## config.mk

```make
export PLATFORM = sky130hd
export DESIGN_NAME = stopwatch_ctrl
export DESIGN_NICKNAME = d
export VERILOG_FILES = /design/src/rtl/stopwatch_ctrl.sv
export SDC_FILE = /design/constraint.sdc
export NUM_CORES = 1
export LEC_CHECK = 0
export CELL_PAD_IN_SITES_DETAIL_PLACEMENT = 0
export CELL_PAD_IN_SITES_GLOBAL_PLACEMENT = 1
export CORE_MARGIN = 2
export CORE_UTILIZATION = 50
export CTS_CLUSTER_SIZE = 8
export DETAILED_ROUTE_END_ITERATION = 6
export HOLD_SLACK_MARGIN = 0.12
export PLACE_DENSITY = 0.79
export SKIP_CTS_REPAIR_TIMING = 1
export SYNTH_ARGS = -nofsm -noshare
export SYNTH_HDL_FRONTEND = slang
export SYNTH_SLANG_ARGS = --single-unit
export TNS_END_PERCENT = 20
```

## constraint.sdc

```tcl
create_clock -name clk -period 3.1 [get_ports clk]
set_input_delay 0.62 -clock clk [delete_from_list [all_inputs] [get_ports clk]]
set_output_delay 0.62 -clock clk [all_outputs]
set_load 0.02 [all_outputs]
```

## src/rtl/stopwatch_ctrl.sv

```systemverilog
// Stopwatch control sequencer: conditions three pushbuttons, runs the run/pause/lap
// state machine and issues the centisecond count enable, counter clear and display hold.
module stopwatch_ctrl #(
  parameter int CLK_HZ    = 100_000_000,
  parameter int TICK_HZ   = 100,
  parameter int DB_CYCLES = 1_000_000
) (
  input  logic       clk,
  input  logic       reset,
  input  logic       btn_start_stop,
  input  logic       btn_clear,
  input  logic       btn_lap,
  output logic       count_en,
  output logic       count_clr,
  output logic       disp_hold,
  output logic [1:0] state
);

  localparam int DIV = CLK_HZ / TICK_HZ;
  localparam int PW  = $clog2(DIV);
  localparam int DW  = $clog2(DB_CYCLES);
  localparam logic [PW-1:0] PRE_LAST = PW'(DIV - 1);
  localparam logic [DW-1:0] DB_LAST  = DW'(DB_CYCLES - 1);

  localparam int B_CLR = 0;
  localparam int B_SS  = 1;
  localparam int B_LAP = 2;

  typedef enum logic [1:0] {
    IDLE  = 2'b00,
    RUN   = 2'b01,
    PAUSE = 2'b10,
    LAP   = 2'b11
  } state_t;

  logic [2:0] raw;
  logic [2:0] sync1;
  logic [2:0] sync2;
  logic [2:0] press;

  assign raw = {btn_lap, btn_start_stop, btn_clear};

  // NOTE: sequential state always uses non-blocking assignments so every flop
  // samples pre-edge values and the synchronizer chain really is two stages.
  always_ff @(posedge clk) begin
    if (reset) begin
      sync1 <= '0;
      sync2 <= '0;
    end else begin
      sync1 <= raw;
      sync2 <= sync1;
    end
  end

  // Per-button debounce: the level only moves after DB_CYCLES consecutive disagreeing samples.
  for (genvar gi = 0; gi < 3; gi++) begin : g_db
    logic [DW-1:0] cnt;
    logic          level;
    logic          level_q;
    logic          press_r;

    always_ff @(posedge clk) begin
      if (reset) begin
        cnt     <= '0;
        level   <= 1'b0;
        level_q <= 1'b0;
        press_r <= 1'b0;
      end else begin
        level_q <= level;
        press_r <= level & ~level_q;
        if (sync2[gi] == level) begin
          cnt <= '0;
        end else if (cnt == DB_LAST) begin
          level <= sync2[gi];
          cnt   <= '0;
        end else begin
          cnt <= cnt + 1'b1;
        end
      end
    end

    assign press[gi] = press_r;
  end

  state_t        state_q;
  state_t        next_state;
  logic          clr_hit;
  logic          running;
  logic [PW-1:0] presc;

  // NOTE: every variable assigned here gets a default first, so no path
  // through the case can leave it unassigned and infer a latch.
  always_comb begin
    next_state = state_q;
    clr_hit    = 1'b0;
    unique case (state_q)
      IDLE: begin
        if (press[B_CLR])     clr_hit    = 1'b1;
        else if (press[B_SS]) next_state = RUN;
      end
      RUN: begin
        if (press[B_SS])       next_state = PAUSE;
        else if (press[B_LAP]) next_state = LAP;
      end
      LAP: begin
        if (press[B_SS])       next_state = PAUSE;
        else if (press[B_LAP]) next_state = RUN;
      end
      PAUSE: begin
        if (press[B_CLR]) begin
          next_state = IDLE;
          clr_hit    = 1'b1;
        end else if (press[B_SS]) begin
          next_state = RUN;
        end
      end
    endcase
  end

  // The prescaler only advances on edges where we are counting both before and
  // after, so entry and exit edges neither advance it nor fire count_en.
  assign running = (state_q == RUN || state_q == LAP) &&
                   (next_state == RUN || next_state == LAP);

  always_ff @(posedge clk) begin
    if (reset) begin
      state_q   <= IDLE;
      disp_hold <= 1'b0;
      count_clr <= 1'b0;
      count_en  <= 1'b0;
      presc     <= '0;
    end else begin
      state_q   <= next_state;
      disp_hold <= (next_state == LAP);
      count_clr <= clr_hit;
      count_en  <= 1'b0;
      if (clr_hit) begin
        presc <= '0;
      end else if (running) begin
        if (presc == PRE_LAST) begin
          presc    <= '0;
          count_en <= 1'b1;
        end else begin
          presc <= presc + 1'b1;
        end
      end
    end
  end

  assign state = state_q;

endmodule

```

==> impl_metrics.csv, run 1 <==
group,metric,value,unit
worst_hold_path,worstHoldPathType,"reg2reg",
logic_synthesis,postSynthCellCount,484,
placement,hpwl,5320,um
logic_synthesis,yosysSeqAreaShare,46.4,%
drt,drt.antenna.violating_nets,0,
placement,placed_cell_area,4490,um2
logic_synthesis,yosys_warnings,0,
logic_synthesis,syn-cell-area,4320,um2
floorplan,die_w,96.9,um
final_layout,antenna_cells,0,
clock_tree,clock_latency,0.36,ns
final_layout,nets,500,
logic_synthesis,synthArstFlopShare,0,%
sta,fin_skew,0.00918,ns
logic_synthesis,synth_nets,493,
worst_setup_path,cp.required,3.34,ns
global_routing,grt.overflow.total,0,
sta,worst_slack,0.684,ns
drt,drtIter0Drc,91,
sta,period_minus_slack,2.42,ns
global_routing,first_global_vias,3134,
clock_tree,cts_root_buf,"clkbuf_8",
logic_synthesis,avgSynthCellArea,8.92,um2
sta,max_freq,414,MHz
floorplan,start_util,52.0,%
sta,final.setup.tns,0,ns
sta,setup_violations,0,
logic_synthesis,synth_top_area_share,46.4,%
worst_setup_path,cp-start-kind,"register",
power_and_ir_drop,p_total,2.28,mW
drt,totalWireLength,7750,um
sta,slew_viol_final,0,
final_layout,drive_above_1_share,6.65,%
clock_tree,cts_tree,"built",
logic_synthesis,synth-edff-count,0,
drt,avgRoutedWirePerCell,12.9,um
clock_tree,clk_pin_slew,0.09,ns
floorplan,rows,33,
placement,gp_congestion,0.768,
logic_synthesis,synth_largest_area_cell,"dfxtp_1",
placement,io_buffers,9,
final_layout,design_area,4720,um2
power_and_ir_drop,ir_drop,0.250,mV
drt,firstDrtPassIters,4,
floorplan,coreArea,8300,um2
global_routing,grt_first_pass_wirelength,13800,um
sta,hold_viol,0,
outcome,status,"completed",
worst_setup_path,worstSetupPathType,"reg2reg",
global_routing,grt_max_degree,20,
global_routing,grt_use_total,17.4,%
final_layout,nFillCells,761,
drt,via_per_inst,5.46,
power_and_ir_drop,power_leakage,1.43,nW
drt,drc,0,
run,maxCapViolations,0,
worst_setup_path,arrival,2.66,ns
global_routing,antenna_found_initial,0,
drt,dr_total_vias,3283,
logic_synthesis,synth_area_leaders,"dfxtp_1 46%, xnor2_1 6.3%, nor2_1 5.6%, xor2_1 4.1%, a21oi_1 3.4%",
sta,fin_crit_sh,77.9,%
clock_tree,cts_sinks,100,
logic_synthesis,synth_cell_types,44,
clock_tree,cts_max_path_buffers,2,
final_layout,final_core_util,56.9,%
floorplan,chipHeight,96.9,um
placement,dp_slack,0.681,ns
floorplan,fp.dieArea,9390,um2
clock_tree,numCtsBuffers,9,
floorplan,ios,10,
clock_tree,htree_levels,3,
final_layout,syn2layout_area_growth,9.37,%
worst_setup_path,endpoint_kind,"register",
sta,rsz0062_at_grt,"false",
power_and_ir_drop,powerDensity,484,nW/um2
worst_setup_path,worstPathMaxFanout,11,
sta,slew_headroom,50.6,%
logic_synthesis,synthFlopType,"dfxtp_1",
sta,worst_slew_pin_slew,0.736,ns
logic_synthesis,synth-seq-cells,100,
flip-flops by register name (all words and copies together), names as in the netlist:
register	cells
sync2	3
presc	20
g_db.press_r	3
g_db.cnt	60
sync1	3
disp_hold	1
state	2
count_clr	1
count_en	1
g_db.level	3
g_db.level_q	3
cells in the mapped netlist (3+ instances only):
cell and n:
nand4_1 17, nand2b_1 3, nand2_1 25, nor2b_1 16
clkbuf_1 8, ha_1 4, or4b_1 3, or4b_2 4
a21oi_1 29, or4_1 15, or4_4 3, nor2_1 64
and3_1 5, o21ai_0 19, nor3_1 12, o31ai_1 11
or2_2 3, inv_1 16, buf_2 6, xor2_1 20
dfxtp_1 100, or3_1 18, nand3_1 23, xnor2_1 31
nor4_1 6
path summary, 6_finish.rpt:
kind / to / cells after the start / from / slack (ns)
max: g_db[1].cnt[17] / 5 / g_db[1].cnt[11] / 0.68
min: g_db[2].press_r / 1 / g_db[2].level_q / 0.39
max reg2reg: g_db[1].cnt[17] / 5 / g_db[1].cnt[11] / 0.68
min reg2reg: g_db[2].press_r / 1 / g_db[2].level_q / 0.39
through the flow:
step | hold WS, ns | cells
after CTS | 0.387 | 601
after floorplan | 0.367 | 484
after global routing | 0.393 | 601
after global placement | 0.371 | 585
final | 0.385 | 601
after detailed placement | 0.377 | 585
layout by cell type (no fill, tap or decap), drive strengths merged, types with 18 or more instances in the layout:
| cell | count |
|---|---|
| xnor2 | 31 |
| nand2 | 25 |
| nand3 | 23 |
| a21oi | 30 |
| nor2 | 64 |
| or3 | 18 |
| or4 | 18 |
| o21ai | 21 |
| dfxtp | 100 |
| nand4 | 18 |
| xor2 | 20 |
critical path, cell delays in order, from the launching register on:
cell	delay, ns
dfxtp_1	0.34
or4b_1	0.49
or4_1	0.51
o21ai_1	0.61
buf_4	0.30
a21oi_1	0.06
power breakdown:
part           leakage, nW  internal (mW)  switching (mW)
Clock                0.117          0.535           0.429
Sequential           0.807           1.29         0.00269
Combinational        0.503         0.0115          0.0181
final cells by class:
type	count	area (um2)	area share, %
Multi-Input combinational cell	352	2180	46.2
Tap cell	105	131	2.78
Inverter	16	60.1	1.27
Sequential cell	100	2000	42.4
Timing Repair Buffer	12	113	2.39
Clock inverter	5	100	2.12
Clock buffer	11	131	2.78
cells by family after synthesis:
family / share of synthesized area, %
fa+ha+maj: 1.16
compound gates: 9.25
xor+xnor: 10.4
simple gates: 29.6
flops: 46.4
mux: 0.232
buf+inv: 3.04
metal layers:
| layer | track usage, % | routed length [um] | vias up | share of wire, % |
|---|---|---|---|---|
| li1 | - | - | 1720 | - |
| met1 | 22.6 | 3790 | 1520 | 49 |
| met2 | 27.9 | 3610 | 34 | 47 |
| met3 | 4.77 | 246 | 9 | 3.2 |
| met4 | 6.28 | 99 | 0 | 1.3 |
| met5 | 0 | 0 | - | 0 |
Note: power is estimated with default switching activity, not from simulation.
==> run 2: changes to the inputs <==
--- a/config.mk
+++ b/config.mk
@@ -8,11 +8,11 @@
 export CELL_PAD_IN_SITES_DETAIL_PLACEMENT = 0
 export CELL_PAD_IN_SITES_GLOBAL_PLACEMENT = 1
 export CORE_MARGIN = 2
-export CORE_UTILIZATION = 50
+export CORE_UTILIZATION = 43
 export CTS_CLUSTER_SIZE = 8
 export DETAILED_ROUTE_END_ITERATION = 6
 export HOLD_SLACK_MARGIN = 0.12
-export PLACE_DENSITY = 0.79
+export PLACE_DENSITY = 0.72
 export SKIP_CTS_REPAIR_TIMING = 1
 export SYNTH_ARGS = -nofsm -noshare
 export SYNTH_HDL_FRONTEND = slang
==> constraint.sdc (replaced) <==
create_clock -name clk -period 2.1 [get_ports clk]
set_input_delay 0.42 -clock clk [delete_from_list [all_inputs] [get_ports clk]]
set_output_delay 0.42 -clock clk [all_outputs]
set_load 0.02 [all_outputs]
==> impl_metrics.csv, run 2 (synthesis results as in run 1) <==
group,metric,value,unit
drt,drt.antenna.violating_nets,0,
placement,io_buffers,9,
worst_hold_path,holdCritStartpoint,"g_db[2].level_q",
global_routing,grt_first_pass_wirelength,14100,um
sta,slew_viol_final,0,
clock_tree,numCtsBuffers,9,
worst_setup_path,cp-startpoint,"g_db[1].cnt[13]",
final_layout,nFillCells,958,
floorplan,chipHeight,104,um
final_layout,final_cell_mix,"100 x dfxtp_1, 64 x nor2_1, 31 x xnor2_1",
worst_setup_path,r2r_cells,5,
clock_tree,cts_tree,"built",
final_layout,largest_reg_flops,60,
worst_setup_path,regToRegSetupSlack,0.11,ns
sta,worst_slew_pin_slew,0.645,ns
global_routing,grt.overflow.total,0,
clock_tree,cts_root_buf,"clkbuf_8",
power_and_ir_drop,powerDensity,670,nW/um2
drt,via_per_inst,5.05,
clock_tree,clock_latency,0.37,ns
global_routing,antenna_found_initial,0,
run,maxCapViolations,0,
placement,gp_congestion,0.748,
clock_tree,cts_max_path_buffers,2,
final_layout,syn2layout_area_growth,14.3,%
sta,hold_viol,0,
final_layout,seqCellArea,2000,um2
floorplan,rows,36,
sta,final.setup.tns,0,ns
clock_tree,cts_sinks,100,
clock_tree,htree_levels,3,
final_layout,final_common_cell,"dfxtp_1",
placement,dp.cells,633,
worst_setup_path,reg2reg_from,"g_db[1].cnt[13]",
sta,fin_crit_sh,94.6,%
drt,totalWireLength,7900,um
sta,slew_headroom,57.0,%
final_layout,nets,520,
sta,rsz0062_at_grt,"false",
drt,firstDrtPassIters,4,
power_and_ir_drop,ir_drop,0.450,mV
global_routing,grt_use_total,15.7,%
outcome,status,"completed",
drt,drc,0,
floorplan,coreArea,9770,um2
clock_tree,clk_pin_slew,0.10,ns
power_and_ir_drop,power_leakage,1.54,nW
final_layout,layout.cells.non_filler,649,
final_layout,drive_above_1_share,10.7,%
placement,hpwl,5440,um
worst_setup_path,endpoint_kind,"register",
drt,avgRoutedWirePerCell,12.2,um
drt,dr_total_vias,3279,
drt,drtIter0Drc,82,
worst_setup_path,cp.required,2.36,ns
floorplan,die_w,104,um
floorplan,fp.dieArea,10900,um2
worst_setup_path,worstPathMaxFanout,20,
floorplan,start_util,44.2,%
floorplan,ios,10,
final_layout,top_regs,"g_db.cnt: 60 flops, presc: 20 flops",
worst_setup_path,worstSetupPathType,"reg2reg",
worst_setup_path,setup.worst_path.end,"g_db[1].cnt[3]",
worst_hold_path,worstHoldPathType,"reg2reg",
sta,setup_violations,0,
final_layout,antenna_cells,0,
sta,fin_skew,0.0119,ns
sta,max_freq,503,MHz
worst_setup_path,r2r-end,"g_db[1].cnt[3]",
worst_setup_path,arrival,2.25,ns
global_routing,grt_max_degree,21,
final_layout,regMostFlops,"g_db.cnt",
final_layout,multi_input_area,2190,um2
worst_setup_path,cp-start-kind,"register",
sta,period_minus_slack,1.99,ns
global_routing,first_global_vias,3097,
-- run 2: cell types whose count changed in the layout (fill, tap and decap cells not counted), sizes merged --
cell	delta
buf	+20
bufinv	-1
clkinv	+1
-- run 2: worst min-delay path by stage --
stage                           end  cells past startpoint
floorplan           g_db[0].press_r                      1
global placement    g_db[1].press_r                      1
detailed placement  g_db[2].press_r                      1
CTS                 g_db[2].press_r                      1
global route        g_db[2].press_r                      1
finish              g_db[2].press_r                      1
-- run 2: layer usage --
layer  part of all wire, %  up-vias  wire length [um]  global-route usage [%]
li1                      -     1761                 -                       -
met1                    51     1484              4050                    20.3
met2                    45       23              3530                    25.2
met3                   2.8       11               224                    5.14
met4                   1.2        0                91                    4.05
met5                     0        -                 0                       0
-- run 2: final cells by class --
| class | instances | share of cell area [%] |
|---|---|---|
| Clock buffer | 11 | 2.87 |
| Clock inverter | 5 | 1.52 |
| Inverter | 16 | 1.22 |
| Multi-Input combinational cell | 352 | 44.3 |
| Sequential cell | 100 | 40.6 |
| Tap cell | 133 | 3.37 |
| Timing Repair Buffer | 32 | 6.09 |
-- run 2: worst max-delay path: stages, from the launching register on --
cell     delay, ns
dfxtp_1       0.34
or4b_1        0.52
or4_1         0.54
o21ai_1       0.24
buf_12        0.19
nor2_1        0.05
-- run 2: per-stage QoR --
step	total power [mW]	setup WS, ns	utilization [%]	hold slack [ns]	cell area, um2
floorplan	1.98	0.157	-	0.367	4320
detailed placement	2.00	0.0827	48.2	0.379	4710
finish	3.30	0.113	50.4	0.389	4930
global placement	2.00	0.135	48.2	0.372	4710
CTS	3.36	0.0849	50.4	0.393	4930
global route	3.42	0.00337	50.4	0.396	4930
-- run 2: power by group --
part / internal (mW) / total, mW / switching [mW]
Clock: 0.698 / 1.35 / 0.647
Sequential: 1.90 / 1.90 / 0.00294
Combinational: 0.0250 / 0.0538 / 0.0288
Total: 2.62 / 3.30 / 0.679
==> run 3: changes to the inputs <==
--- a/config.mk
+++ b/config.mk
@@ -7,12 +7,13 @@
 export LEC_CHECK = 0
 export CELL_PAD_IN_SITES_DETAIL_PLACEMENT = 0
 export CELL_PAD_IN_SITES_GLOBAL_PLACEMENT = 1
+export CORE_ASPECT_RATIO = 1.25
 export CORE_MARGIN = 2
 export CORE_UTILIZATION = 43
 export CTS_CLUSTER_SIZE = 8
 export DETAILED_ROUTE_END_ITERATION = 6
 export HOLD_SLACK_MARGIN = 0.12
-export PLACE_DENSITY = 0.72
+export PLACE_DENSITY = 0.85
 export SKIP_CTS_REPAIR_TIMING = 1
 export SYNTH_ARGS = -nofsm -noshare
 export SYNTH_HDL_FRONTEND = slang
==> impl_metrics.csv, run 3 (synthesis results as in run 1) <==
group,metric,value,unit
outcome,status,"completed",
floorplan,die_w,93.6,um
sta,hold_viol,0,
clock_tree,clk_pin_slew,0.06,ns
global_routing,grt_first_pass_wirelength,14000,um
worst_setup_path,cp.required,2.38,ns
worst_setup_path,worstSetupPathType,"reg2reg",
sta,slew_viol_final,0,
clock_tree,cts_max_path_buffers,2,
power_and_ir_drop,p_total,3.59,mW
final_layout,final_cell_mix,"100 x dfxtp_1, 64 x nor2_1, 31 x xnor2_1",
placement,dp.cells,624,
final_layout,final_common_cell,"dfxtp_1",
placement,dp_slack,0.146,ns
clock_tree,htree_levels,3,
global_routing,first_global_vias,3187,
power_and_ir_drop,power_leakage,1.54,nW
placement,hpwl,5540,um
drt,firstDrtPassIters,4,
sta,rsz0062_at_grt,"false",
sta,fin_hold_ws,0.385,ns
sta,fin_skew,0.00419,ns
floorplan,ios,10,
drt,totalWireLength,7810,um
worst_setup_path,crit_chain,"ha_1 > nand2_1 > or4_1 > or4_4 > a21oi_2",
global_routing,grt.overflow.total,0,
final_layout,layout.cells.non_filler,640,
final_layout,seqCellArea,2000,um2
final_layout,largest_reg_flops,60,
power_and_ir_drop,ir_drop,0.437,mV
floorplan,start_util,44.4,%
clock_tree,cts_tree,"built",
clock_tree,clock_latency,0.34,ns
final_layout,multi_input_area,2180,um2
worst_setup_path,max_stage_delay,0.61,ns
final_layout,nets,518,
final_layout,drive_above_1_share,9.73,%
floorplan,coreArea,9710,um2
sta,worst_slew_pin_slew,0.649,ns
worst_setup_path,endpoint_kind,"register",
worst_setup_path,worst_path_dominant_cell_family,"simple AND/OR/NAND/NOR gates",
drt,avgRoutedWirePerCell,12.2,um
drt,drt.antenna.violating_nets,0,
floorplan,fp.dieArea,10900,um2
clock_tree,cts_root_buf,"clkbuf_16",
clock_tree,cts_sinks,100,
worst_setup_path,critPathBufInv,0,
drt,drc,0,
final_layout,regMostFlops,"g_db.cnt",
final_layout,final_core_util,51.1,%
drt,drtIter0Drc,74,
worst_setup_path,worstPathMaxFanout,7,
global_routing,grt_max_degree,20,
sta,final.setup.tns,0,ns
sta,worst_slack,0.148,ns
placement,gp_congestion,0.785,
drt,dr_total_vias,3360,
final_layout,syn2layout_area_growth,14.9,%
worst_setup_path,arrival,2.23,ns
global_routing,antenna_found_initial,0,
final_layout,antenna_cells,0,
sta,period_minus_slack,1.95,ns
power_and_ir_drop,powerDensity,723,nW/um2
placement,io_buffers,9,
sta,setup_violations,0,
drt,via_per_inst,5.25,
worst_hold_path,worstHoldPathType,"reg2reg",
placement,placed_cell_area,4660,um2
worst_setup_path,slowest_stage,"or4_1",
final_layout,top_regs,"g_db.cnt: 60 flops, presc: 20 flops",
sta,fin_crit_sh,93.0,%
final_layout,nFillCells,935,
worst_setup_path,cp-start-kind,"register",
clock_tree,numCtsBuffers,9,
floorplan,chipHeight,116,um
sta,max_freq,512,MHz
global_routing,grt_use_total,15.9,%
floorplan,rows,40,
final_layout,design_area,4960,um2
sta,slew_headroom,56.7,%
run,maxCapViolations,0,
-- run 3: report_power, final --
group	total (mW)	internal (mW)	switching [mW]
Sequential	1.91	1.90	0.00311
Clock	1.63	0.959	0.671
Combinational	0.0495	0.0219	0.0276
Total	3.59	2.88	0.702
-- run 3: worst paths after layout --
check	start	end	slack [ns]	depth (start not counted)
worst max-delay path	g_db[2].cnt[1]	g_db[2].cnt[18]	0.15	5
worst min-delay path	g_db[1].level_q	g_db[1].press_r	0.38	1
worst max register to register	g_db[2].cnt[1]	g_db[2].cnt[18]	0.15	5
worst min register to register	g_db[1].level_q	g_db[1].press_r	0.38	1
-- run 3: cell type report --
type,count,share of cell area [%]
Timing Repair Buffer,30,5.25
Clock inverter,3,0.934
Tap cell,126,3.18
Multi-Input combinational cell,352,44.0
Clock buffer,13,5.05
Sequential cell,100,40.4
Inverter,16,1.21
-- run 3: worst reg2reg max path: stages, from the launching register on --
cell and delay (ns):
dfxtp_1 0.37, ha_1 0.18, nand2_1 0.07, or4_1 0.61, or4_4 0.53, a21oi_2 0.14
-- run 3: routing by layer --
metal,vias to the layer above,track usage [%],share of wire [%]
met5,-,0,0
met3,12,3.58,2.3
met4,0,8.21,2.1
met2,26,25.4,47
li1,1762,-,-
met1,1560,20.3,49
==> variant: new RTL, settings of run 1 <==
Set the parameter `DB_CYCLES` to 4_000_000 (it was 1_000_000).
--- a/src/rtl/stopwatch_ctrl.sv
+++ b/src/rtl/stopwatch_ctrl.sv
@@ -4,5 +4,5 @@
   parameter int CLK_HZ    = 100_000_000,
   parameter int TICK_HZ   = 100,
-  parameter int DB_CYCLES = 1_000_000
+  parameter int DB_CYCLES = 4_000_000
 ) (
   input  logic       clk,
Formal check against the unedited RTL: same outputs for any inputs over 10 cycles, from zero or initial values and one cycle with reset high; that may be too few to reach the edited logic, so the function may still have changed.
==> variant against run 1 <==
Design area increased by 6.2%. Total power is 0.91% higher. Global-route usage increased by 0.74 points. Sequential cell count up 6. Wire length is 7.5% higher. Count of clock-buffer cells in the layout did not move. Worst setup slack improved by 270 ps. Critical path type is now flip-flop to output pin. Cell count is 6.8% higher. Critical path depth fell by 4. Critical endpoint is now state[0]. Area after synthesis rose by 6.5%. Sequential share of layout area is 0.092 points lower. Largest power group unchanged.
==> variant: results (changes against run 1) <==
- Ranking of synthesized cells by area: dfxtp_1 46%, xnor2_1 5.5%, nor2_1 5.1%
- Placed wire-length estimate: 5.66 mm (+6.5%)
- Peak VDD IR: 0.273 mV (+9.2%)
- N_diodes: 0 (unchanged)
- Slew headroom: 60.1% (+9.5 points)
- Vias in the first global route: 3,413 (+8.9%)
- FF-to-FF Start: g_db[0].cnt[0]
- Total CTS buffers: 9 (unchanged)
- Total leakage power: 1.49 nW (+4.7%)
- Hold WC Path Type: flip-flop to flip-flop
- Final wirelength: 8.33 mm (+7.5%)
- Regs by FF count: g_db.cnt: 66 flops, presc: 20 flops
- Sequential share of the synthesized area: 46.2% (-0.22 points)
- Area post-placement: 4800 sq um (+7.0%)
- DRT Pass-1 Iters: 5 (+1)
- CP max stage delay: 680 ps (+70 ps)
- Vias after detailed routing: 3,608 (+9.9%)
- FILL cells: 846 (+11%)
- Hold Startpoint: g_db[0].level_q
- Commonest cells post-synth: 106 x dfxtp_1, 62 x nor2_1, 34 x a21oi_1
- Total Routing Usage GR: 18.2% (+0.74 points)
- Crit. Startpoint: state[0]
- DR iter-0 viols: 88 (-3.3%)
- CP Data Arrival Time: 1530 ps (-1130 ps)
- CTS H-tree depth: 3 (unchanged)
- Crit-path max FO: 8 (-3)
- Status: completed
- Largest net degree at the start of global routing: 22 (+10%)
- Nets: 538 (+7.6%)
- Number of library cell types mapped by synthesis: 33 (-25%)
- Syn_nets: 529 (+7.3%)
- Layout cells sized above 1: 5.62% (-1.0 points)
- Global-route wire length before repair: 15.1 mm (+9.8%)
- Worst skew pair latency: 370 ps
- DRT antenna net count: 0 (unchanged)
- Placer Congestion: 0.757 (-1.5%)
- Clk_skew: 9.84 ps (+0.661 ps)
- Slowest CP cell: clkdlybuf4s50_1
- CP delay by family, top: buffers and inverters
- Post-synthesis async set-or-reset flop share: 0% (unchanged)
variant: logic make-up after synthesis:
family | Yosys count | synth area share, %
buf+inv | 33 | 2.78
compound gates | 71 | 8.44
fa+ha+maj | 4 | 1.09
simple gates | 250 | 30.8
mux | 1 | 0.218
flops | 106 | 46.2
xor+xnor | 55 | 10.5
variant: path summary, 6_finish.rpt:
path | to | slack [ps] | cells after the start
setup / recovery | state[0] | 950 | 1
hold / removal | g_db[0].press_r | 380 | 1
setup reg to reg | g_db[0].cnt[20] | 970 | 5
hold reg to reg | g_db[0].press_r | 380 | 1
variant: final cells by class:
class,count,share of cell area (%)
flip-flops and latches,106,42.3
multi-input cells,381,46.9
inverters,16,1.20
repair buffers,15,2.70
clock inverters,5,1.57
well taps,108,2.70
clock buffers,11,2.62
variant: metal layers:
metal / track usage, % / wire length (microns) / share of wire, % / vias to the layer above
met5: 0 / 0 / 0 / -
met3: 3.76 / 206 / 2.5 / 8
met1: 23.4 / 4160 / 50 / 1684
met4: 6.01 / 99 / 1.2 / 0
li1: - / - / - / 1884
met2: 30.6 / 3870 / 46 / 32
variant: metrics by stage:
stage	worst slack [ps]	std cells	power (W)	utilization [%]
2_1_floorplan	1170	520	0.00142	-
3_3_place_gp	1030	626	0.00143	54.5
3_5_place_dp	989	626	0.00143	54.5
4_1_cts	942	642	0.00234	56.9
5_1_grt	853	642	0.00240	56.9
6_report	953	642	0.00230	56.9
variant: power by group:
part	internal [W]	switching (W)	leakage (nW)
registers	0.00137	0.00000289	0.855
clock network	0.000455	0.000449	0.107
logic	0.0000132	0.0000189	0.531
total	0.00183	0.000471	1.49
